## config.mk

```make
export PLATFORM = sky130hd
export DESIGN_NAME = alu_console
export DESIGN_NICKNAME = d
export VERILOG_FILES = /design/src/rtl/cpu_types_pkg.sv /design/src/rtl/fpga_pkg.sv /design/src/rtl/alu_if.sv /design/src/rtl/alu.sv /design/src/rtl/key_debounce.sv /design/src/rtl/alu_console.sv
export SDC_FILE = /design/constraint.sdc
export NUM_CORES = 1
export LEC_CHECK = 0
export ABC_AREA = 1
export BUFFER_PORTS_ARGS = -buffer_cell sky130_fd_sc_hd__buf_2
export CAP_MARGIN = 20
export CORE_ASPECT_RATIO = 1.75
export CORE_MARGIN = 3
export CORE_UTILIZATION = 39
export DETAILED_ROUTE_END_ITERATION = 6
export PLACE_DENSITY_LB_ADDON = 0.2
export SYNTH_ARGS = -nofsm -noshare
export SYNTH_HDL_FRONTEND = slang
export SYNTH_SLANG_ARGS = --single-unit
```

## constraint.sdc

```tcl
create_clock -name CLK -period 14.8 [get_ports CLK]
set_input_delay 2.96 -clock CLK [delete_from_list [all_inputs] [get_ports CLK]]
set_output_delay 2.96 -clock CLK [all_outputs]
set_load 0.005 [all_outputs]
```

## src/rtl/cpu_types_pkg.sv

```systemverilog
// cpu_types_pkg: CPU-wide shared types. aluop_t is the ALU operation code.
package cpu_types_pkg;

    typedef enum logic [3:0] {
        ALU_ADD   = 4'h0,
        ALU_SUB   = 4'h1,
        ALU_AND   = 4'h2,
        ALU_OR    = 4'h3,
        ALU_XOR   = 4'h4,
        ALU_SLL   = 4'h5,
        ALU_SRL   = 4'h6,
        ALU_SRA   = 4'h7,
        ALU_SLT   = 4'h8,
        ALU_SLTU  = 4'h9,
        ALU_NOR   = 4'hA,
        ALU_PASSB = 4'hB
    } aluop_t;

endpackage

```

## src/rtl/fpga_pkg.sv

```systemverilog
// fpga_pkg: board-level types and constants shared by the ALU console.
package fpga_pkg;

    // Which register is shown on the seven-segment display.
    typedef enum logic [1:0] {
        VIEW_A   = 2'b00,
        VIEW_B   = 2'b01,
        VIEW_RES = 2'b10
    } view_t;

    typedef enum logic {
        IDLE = 1'b0,
        EXEC = 1'b1
    } console_state_t;

    // Ordered so the packed value drops straight onto LEDR[2:0].
    typedef struct packed {
        logic n;
        logic v;
        logic z;
    } alu_flags_t;

    // Active-low segment patterns for hex digits 0..F (constant ROM, no state).
    localparam logic [6:0] SEG7_HEX [16] = '{
        7'h40, 7'h79, 7'h24, 7'h30, 7'h19, 7'h12, 7'h02, 7'h78,
        7'h00, 7'h10, 7'h08, 7'h03, 7'h27, 7'h21, 7'h06, 7'h0E
    };

    // Operand load: low-half load sign-extends, high-half load keeps the low half.
    function automatic logic [31:0] load_value(input logic [31:0] cur, input logic [16:0] sw);
        if (sw[16])
            return {sw[15:0], cur[15:0]};
        else
            return {{16{sw[15]}}, sw[15:0]};
    endfunction

endpackage

```

## src/rtl/alu_if.sv

```systemverilog
// alu_if: operand/result bundle between the console and the ALU.
interface alu_if;
    import cpu_types_pkg::*;

    logic [31:0] port_a;
    logic [31:0] port_b;
    aluop_t      aluop;
    logic [31:0] result;
    logic        zero;
    logic        overflow;
    logic        negative;

    modport alu  (input port_a, port_b, aluop, output result, zero, overflow, negative);
    modport ctrl (output port_a, port_b, aluop, input result, zero, overflow, negative);
endinterface

```

## src/rtl/alu.sv

```systemverilog
// alu: 32-bit combinational ALU with zero/overflow/negative flags.
module alu
    import cpu_types_pkg::*;
(
    alu_if.alu bus
);

    logic [31:0] res;
    logic        ovf;

    // Result and signed overflow for the selected operation.
    always_comb begin
        // NOTE: defaults first so every path assigns every output and no latch is inferred.
        res = '0;
        ovf = 1'b0;
        case (bus.aluop)
            ALU_ADD: begin
                res = bus.port_a + bus.port_b;
                ovf = (bus.port_a[31] == bus.port_b[31]) && (res[31] != bus.port_a[31]);
            end
            ALU_SUB: begin
                res = bus.port_a - bus.port_b;
                ovf = (bus.port_a[31] != bus.port_b[31]) && (res[31] != bus.port_a[31]);
            end
            ALU_AND:   res = bus.port_a & bus.port_b;
            ALU_OR:    res = bus.port_a | bus.port_b;
            ALU_XOR:   res = bus.port_a ^ bus.port_b;
            ALU_SLL:   res = bus.port_a << bus.port_b[4:0];
            ALU_SRL:   res = bus.port_a >> bus.port_b[4:0];
            ALU_SRA:   res = $signed(bus.port_a) >>> bus.port_b[4:0];
            ALU_SLT:   res = {31'b0, $signed(bus.port_a) < $signed(bus.port_b)};
            ALU_SLTU:  res = {31'b0, bus.port_a < bus.port_b};
            ALU_NOR:   res = ~(bus.port_a | bus.port_b);
            ALU_PASSB: res = bus.port_b;
            default:   res = '0;
        endcase
    end

    assign bus.result   = res;
    assign bus.overflow = ovf;
    assign bus.zero     = (res == '0);
    assign bus.negative = res[31];

endmodule

```

## src/rtl/key_debounce.sv

```systemverilog
// key_debounce: 2-FF synchronizer, stable-sample counter and press pulse
// for one active-low push button. Resets to the released level.
module key_debounce #(
    parameter int DEBOUNCE_CYCLES = 250000
) (
    input  logic clk,
    input  logic rst,
    input  logic key,
    output logic press
);

    localparam int              CW   = $clog2(DEBOUNCE_CYCLES + 1);
    localparam logic [CW-1:0]   LAST = CW'(DEBOUNCE_CYCLES - 1);

    logic [1:0]    sync_q;
    logic          stable_q;
    logic [CW-1:0] cnt_q;
    logic          accept;

    // Level change accepted on the DEBOUNCE_CYCLES-th consecutive differing sample.
    assign accept = (sync_q[1] != stable_q) && (cnt_q == LAST);

    // Two-stage synchronizer into the clock domain.
    always_ff @(posedge clk or posedge rst) begin
        // NOTE: non-blocking assignments keep register-to-register ordering race-free.
        if (rst) sync_q <= 2'b11;
        else     sync_q <= {sync_q[0], key};
    end

    // Count consecutive samples that differ from the accepted level.
    always_ff @(posedge clk or posedge rst) begin
        if (rst) begin
            stable_q <= 1'b1;
            cnt_q    <= '0;
        end else if (sync_q[1] == stable_q) begin
            cnt_q    <= '0;
        end else if (accept) begin
            stable_q <= sync_q[1];
            cnt_q    <= '0;
        end else begin
            cnt_q    <= cnt_q + 1'b1;
        end
    end

    // One-cycle pulse on an accepted released-to-pressed transition.
    always_ff @(posedge clk or posedge rst) begin
        if (rst) press <= 1'b0;
        else     press <= accept && stable_q;
    end

endmodule

```

## src/rtl/alu_console.sv

```systemverilog
// alu_console: board ALU exerciser. Keys load A/B from switches, execute the
// ALU into R and flags, and page the selected view over NDIGITS hex digits.
// Optional macro ALU_CONSOLE_CHAIN_EN: on execute, R is also copied into A.
module alu_console
    import fpga_pkg::*;
    import cpu_types_pkg::*;
#(
    parameter int NDIGITS         = 4,
    parameter int DEBOUNCE_CYCLES = 250000
) (
    input  logic                 CLK,
    input  logic                 RST,
    input  logic [3:0]           KEY,
    input  logic [17:0]          SW,
    output logic [7*NDIGITS-1:0] HEX,
    output logic [4:0]           LEDR
);

`ifdef ALU_CONSOLE_CHAIN_EN
    localparam bit CHAIN_EN = 1'b1;
`else
    localparam bit CHAIN_EN = 1'b0;
`endif

    logic [3:0]     key_pulse;
    console_state_t state_q, state_d;
    logic           do_load_a, do_load_b, do_exec, do_page, do_latch;
    logic [31:0]    a_q, b_q, r_q;
    aluop_t         op_q;
    alu_flags_t     flags_q;
    view_t          view_q;
    logic           page_q;
    logic [31:0]    view_val, shown;
    logic           unused_ok;

    for (genvar k = 0; k < 4; k++) begin : g_key
        key_debounce #(.DEBOUNCE_CYCLES(DEBOUNCE_CYCLES)) u_deb (
            .clk   (CLK),
            .rst   (RST),
            .key   (KEY[k]),
            .press (key_pulse[k])
        );
    end

    alu_if alu_bus ();
    alu u_alu (.bus(alu_bus));

    assign alu_bus.port_a = a_q;
    assign alu_bus.port_b = b_q;
    assign alu_bus.aluop  = op_q;

    // Next state and one-hot actions; priority KEY0 > KEY1 > KEY2 > KEY3, EXEC ignores keys.
    always_comb begin
        state_d   = state_q;
        do_load_a = 1'b0;
        do_load_b = 1'b0;
        do_exec   = 1'b0;
        do_page   = 1'b0;
        do_latch  = 1'b0;
        case (state_q)
            IDLE: begin
                if (key_pulse[0])      do_load_a = 1'b1;
                else if (key_pulse[1]) do_load_b = 1'b1;
                else if (key_pulse[2]) begin
                    do_exec = 1'b1;
                    state_d = EXEC;
                end
                else if (key_pulse[3]) do_page = 1'b1;
            end
            EXEC: begin
                do_latch = 1'b1;
                state_d  = IDLE;
            end
            default: state_d = IDLE;
        endcase
    end

    // Console state register.
    always_ff @(posedge CLK or posedge RST) begin
        if (RST) state_q <= IDLE;
        else     state_q <= state_d;
    end

    // Operand, opcode, result, flag and display-selection registers.
    always_ff @(posedge CLK or posedge RST) begin
        if (RST) begin
            a_q     <= '0;
            b_q     <= '0;
            r_q     <= '0;
            op_q    <= ALU_ADD;
            flags_q <= '0;
            view_q  <= VIEW_RES;
            page_q  <= 1'b0;
        end else begin
            if (do_load_a) begin
                a_q    <= load_value(a_q, SW[16:0]);
                view_q <= VIEW_A;
                page_q <= 1'b0;
            end
            if (do_load_b) begin
                b_q    <= load_value(b_q, SW[16:0]);
                view_q <= VIEW_B;
                page_q <= 1'b0;
            end
            if (do_exec)
                op_q <= aluop_t'(SW[3:0]);
            if (do_latch) begin
                r_q     <= alu_bus.result;
                flags_q <= '{n: alu_bus.negative, v: alu_bus.overflow, z: alu_bus.zero};
                view_q  <= VIEW_RES;
                page_q  <= 1'b0;
                if (CHAIN_EN)
                    a_q <= alu_bus.result;
            end
            if (do_page && NDIGITS == 4)
                page_q <= ~page_q;
        end
    end

    // Select the viewed register and the 16-bit page shown on a 4-digit board.
    always_comb begin
        case (view_q)
            VIEW_A:  view_val = a_q;
            VIEW_B:  view_val = b_q;
            default: view_val = r_q;
        endcase
        shown = page_q ? {16'b0, view_val[31:16]} : view_val;
    end

    for (genvar i = 0; i < NDIGITS; i++) begin : g_digit
        assign HEX[7*i +: 7] = SEG7_HEX[shown[4*i +: 4]];
    end

    assign LEDR      = {view_q, flags_q};
    assign unused_ok = ^{SW[17], shown};

endmodule

```

==> Flow_metrics.wiki <==
{| class="wikitable"
! Metric !! Value
|-
| Global-route wire length before repair || 137000 um
|-
| Warnings from Yosys || 0
|-
| Worst hold margin || around 0.36 ns
|-
| Fill count || between 5k and 6k
|-
| Final design area excluding fillers || 21600 um2
|-
| Post-detailed-route via-to-cell ratio || roughly 5.7
|-
| Chip height || 307 um
|-
| Arr. time, crit path || 4.12 ns
|-
| Leading cell types in the layout, fill and taps excluded || nand2_1 (1015), nand3_1 (517), inv_1 (421)
|-
| Placeable core region || 50900 um2
|-
| Number of setup violations in the final report || 0
|-
| Final period util || 47.9%
|-
| Initial antenna violation count || 2
|-
| Via count of the first global-routing pass || 22.4k
|-
| Time the worst path needs with I/O delays and setup || 7.08 ns
|-
| Length in cells of the worst reg-to-reg path || 19
|-
| Setup crit start kind || flip-flop
|-
| Area growth from synthesis to layout || 6.69%
|-
| Cell area power density || 48.6 nW/um2
|-
| Number of buffer cells added on primary ports || 55
|-
| Final-report hold violation count || 0
|-
| PnR Total Power || 1.05 mW
|-
| Leakage power || roughly 11 nW
|-
| Multi-input gate area || 13100 um2
|-
| Post-synthesis instance total || 3401
|-
| Portion of synthesized cell area occupied by the leading cell type || 22.4%
|-
| Unrepaired setup endpoints after global routing || false
|-
| Boundary Pins || 57
|-
| Row cnt || 109
|-
| Initial Util || 39.8%
|-
| Synthesized-area fraction occupied by adder cells || 8.49%
|-
| Share of layout cells above drive strength 1 || 5.49%
|-
| Hold Path Origin || g_key[0].u_deb.sync_q[0]
|-
| Primary flip-flop cell chosen by synthesis mapping || dfrtp_1
|-
| Post-layout instance count excluding filler cells || about 4k
|-
| Slack of the worst reg-to-reg path || 9.82 ns
|-
| Combinational family with the most area after synthesis || simple AND/OR/NAND/NOR gates
|-
| Post-Synth Simple-Gate Area || 42.3%
|-
| Initial DRT Pass Iterations || 6
|-
| Number of flops mapped to enable cells by yosys || 0
|-
| Length of routed met2 wiring || 43600 um
|-
| Vias || between 20k and 25k
|-
| Cts hold-fix bufs || 0
|-
| Maximum vdd drop || 0.0000710 V
|-
| Maximum capacitance violations || 0
|-
| Type of the tightest min-delay check || flip-flop to flip-flop
|-
| Root buffer cell || clkbuf_16
|-
| Starting DRC count in detailed routing || 2376
|-
| Area after detailed placement || 21000 um2
|-
| Post-Synthesis Cell Area || 20200 um2
|-
| Endpoint of the worst hold-timing path || g_key[0].u_deb.sync_q[1]
|-
| Number of clock sinks seen by CTS || 194
|-
| Critical path type || flip-flop to primary output
|-
| Ys async rst share || 100%
|-
| Aggregate global routing overflow || 0
|-
| Highest routed metal layer || met5
|-
| Worst Hold Path Cells || 0
|-
| RR Startpoint || alu_bus.port_b[1]
|-
| Post-Route WL || between 90000 and 100000 um
|-
| Mean post-synth cell area || a little under 6 um2
|-
| Clock skew after layout || 0.0154 ns
|-
| Overall die width || 178 um
|-
| Multiplexer share of the synthesized area || 0%
|-
| Setup total negative slack || 0 ns
|-
| Most common cell after layout, fill and taps aside || nand2_1
|-
| TritonCTS clock tree || yes
|-
| Met3 Routed Length || 6260 um
|-
| Capturing element type of the critical path || primary output
|-
| Area enclosed by the die boundary || 54700 um2
|-
| Outcome || complete, no violations
|-
| Length of routed wiring on met1 || ~32000 um
|-
| Count of nets left with antenna violations after detail routing || 0
|-
| Maximum number of pins on one net before global-route repair || roughly 130
|-
| Final core utilization || 42.4%
|-
| Clock insertion delay at the later pin of the skew report || 0.48 ns
|-
| ANT cells || 0
|-
| Clock H-tree levels || 4
|-
| Synthesized flop and latch total || 194
|-
| Slew at the pin closest to its max-slew limit || 1.14 ns
|-
| Number of buffers added for setup after CTS || 0
|-
| Cell Count Post-Placement || 4020
|-
| Cell taking the most area after synthesis || dfrtp_1
|-
| All-layer global routing usage || 34.0%
|-
| Clock Pin Slew Worst Setup and Hold Paths || ~0.08 ns
|-
| Worst-case headroom to the max-slew limit || 23.2%
|-
| Count of final max-slew check failures || 0
|-
| Routability congestion estimate || 1.06
|-
| Compound-Gate Fraction of Synth Area || 13.0%
|-
| Total nets after synthesis || around 3.6k
|-
| Sequential fraction of the synthesis area || 24.1%
|-
| Capture instance of the worst register-to-register path || LEDR[0]
|-
| Post-synthesis cell type count || 56
|-
| Endpoint required time on the critical path || roughly 12 ns
|-
| Dpl hpwl || 72200 um
|-
| Worst setup slack before clock tree synthesis || 8.31 ns
|-
| Xor and xnor fraction of the mapped netlist area || 0.693%
|-
| Max FO, Critical Path || 23
|-
| Top cells by area, synth || dfrtp_1 (22%), nand2_1 (19%), nand3_1 (13%)
|-
| Number of design rule violations left after detail routing || 0
|-
| Highest Clock Rate || 141 MHz
|-
| Area taken by flip-flops and latches || just under 5000 um2
|-
| Smallest setup slack after layout || around 7.7 ns
|-
| Cells resized by post-CTS repair || 0
|-
| Final net count || 3536
|-
| Post-detailed-route wirelength per cell || 23.0 um
|-
| Number of buffers created by CTS || 17
|-
| Clock tree buffer depth || 2
|}
## layer usage
metal | global-route usage, % | up-vias
met2 | 55.8 | 1139
met1 | 35.7 | 10800
li1 | - | 11000
met3 | 5.02 | 416
met4 | 34.8 | 2
met5 | 0 | -
## worst max-delay path: stages, from the launching register on
cell      delay (ns)
dfstp_2         0.71
nor2_4          0.15
inv_1           0.69
o221ai_1        0.18
o21ai_0         0.85
inv_1           0.31
ha_1            0.33
nor2_1          0.15
o311ai_1        0.12
buf_2           0.14
## how the worst max path moves through the flow
stage          startpoint      end
6_report        view_q[1]   HEX[7]
3_3_place_gp    view_q[1]  HEX[23]
2_1_floorplan         RST  LEDR[0]
4_1_cts         view_q[1]  HEX[23]
5_1_grt         view_q[1]  HEX[23]
3_5_place_dp    view_q[1]  HEX[23]
## cell usage after synthesis (5+ instances only)
master	n
nor2_1	333
inv_2	15
dfrtp_1	181
a21oi_1	123
buf_4	6
dfstp_2	13
nand2_2	8
clkinv_1	6
nand4_1	47
nand3_1	517
nor3_1	42
nor2_2	5
nand2_1	1016
a31oi_1	13
xnor2_1	5
o211ai_1	17
clkbuf_1	45
o21bai_1	8
o21ai_1	7
nor3b_1	9
and2_1	6
buf_2	66
o21a_1	6
xor2_1	11
nor4_1	11
ha_1	134
o221ai_1	24
buf_1	11
inv_1	424
o22ai_1	16
o21ai_0	228
a211oi_1	7
## state kept, by name (all words and copies together), names as in the netlist
name and count:
LEDR 2, state_q 1, page_q 1, r_q 32, g_key.u_deb.sync_q 8, g_key.u_deb.cnt_q 72
view_q 2, a_q 32, alu_bus.port_b 32, g_key.u_deb.stable_q 4, g_key.u_deb.press 4, alu_bus.aluop 4
## kinds of logic (layout without fill, tap and decap cells)
kind of cell    count (synthesis)  after routing
simple gates                 2009           2009
buf+inv                       578            566
compound gates                468            468
flops                         194            194
fa+ha+maj                     136            136
xor+xnor                       16             16
## final cells by class
type / instances / area share (%)
clock buffers: 18 / 1.99
clock inverters: 14 / 0.690
inverters: 446 / 7.80
multi-input cells: 2629 / 60.5
flip-flops and latches: 194 / 22.6
well taps: 666 / 3.86
repair buffers: 88 / 2.52
## power by group
| part | total, mW | switching [mW] | internal [mW] | leakage, nW |
|---|---|---|---|---|
| sequential | 0.537 | 0.00237 | 0.534 | 2.46 |
| clock | 0.474 | 0.237 | 0.238 | 0.274 |
| combinational | 0.0385 | 0.0314 | 0.00716 | 8.22 |
Power figures use the tool's default switching activity.
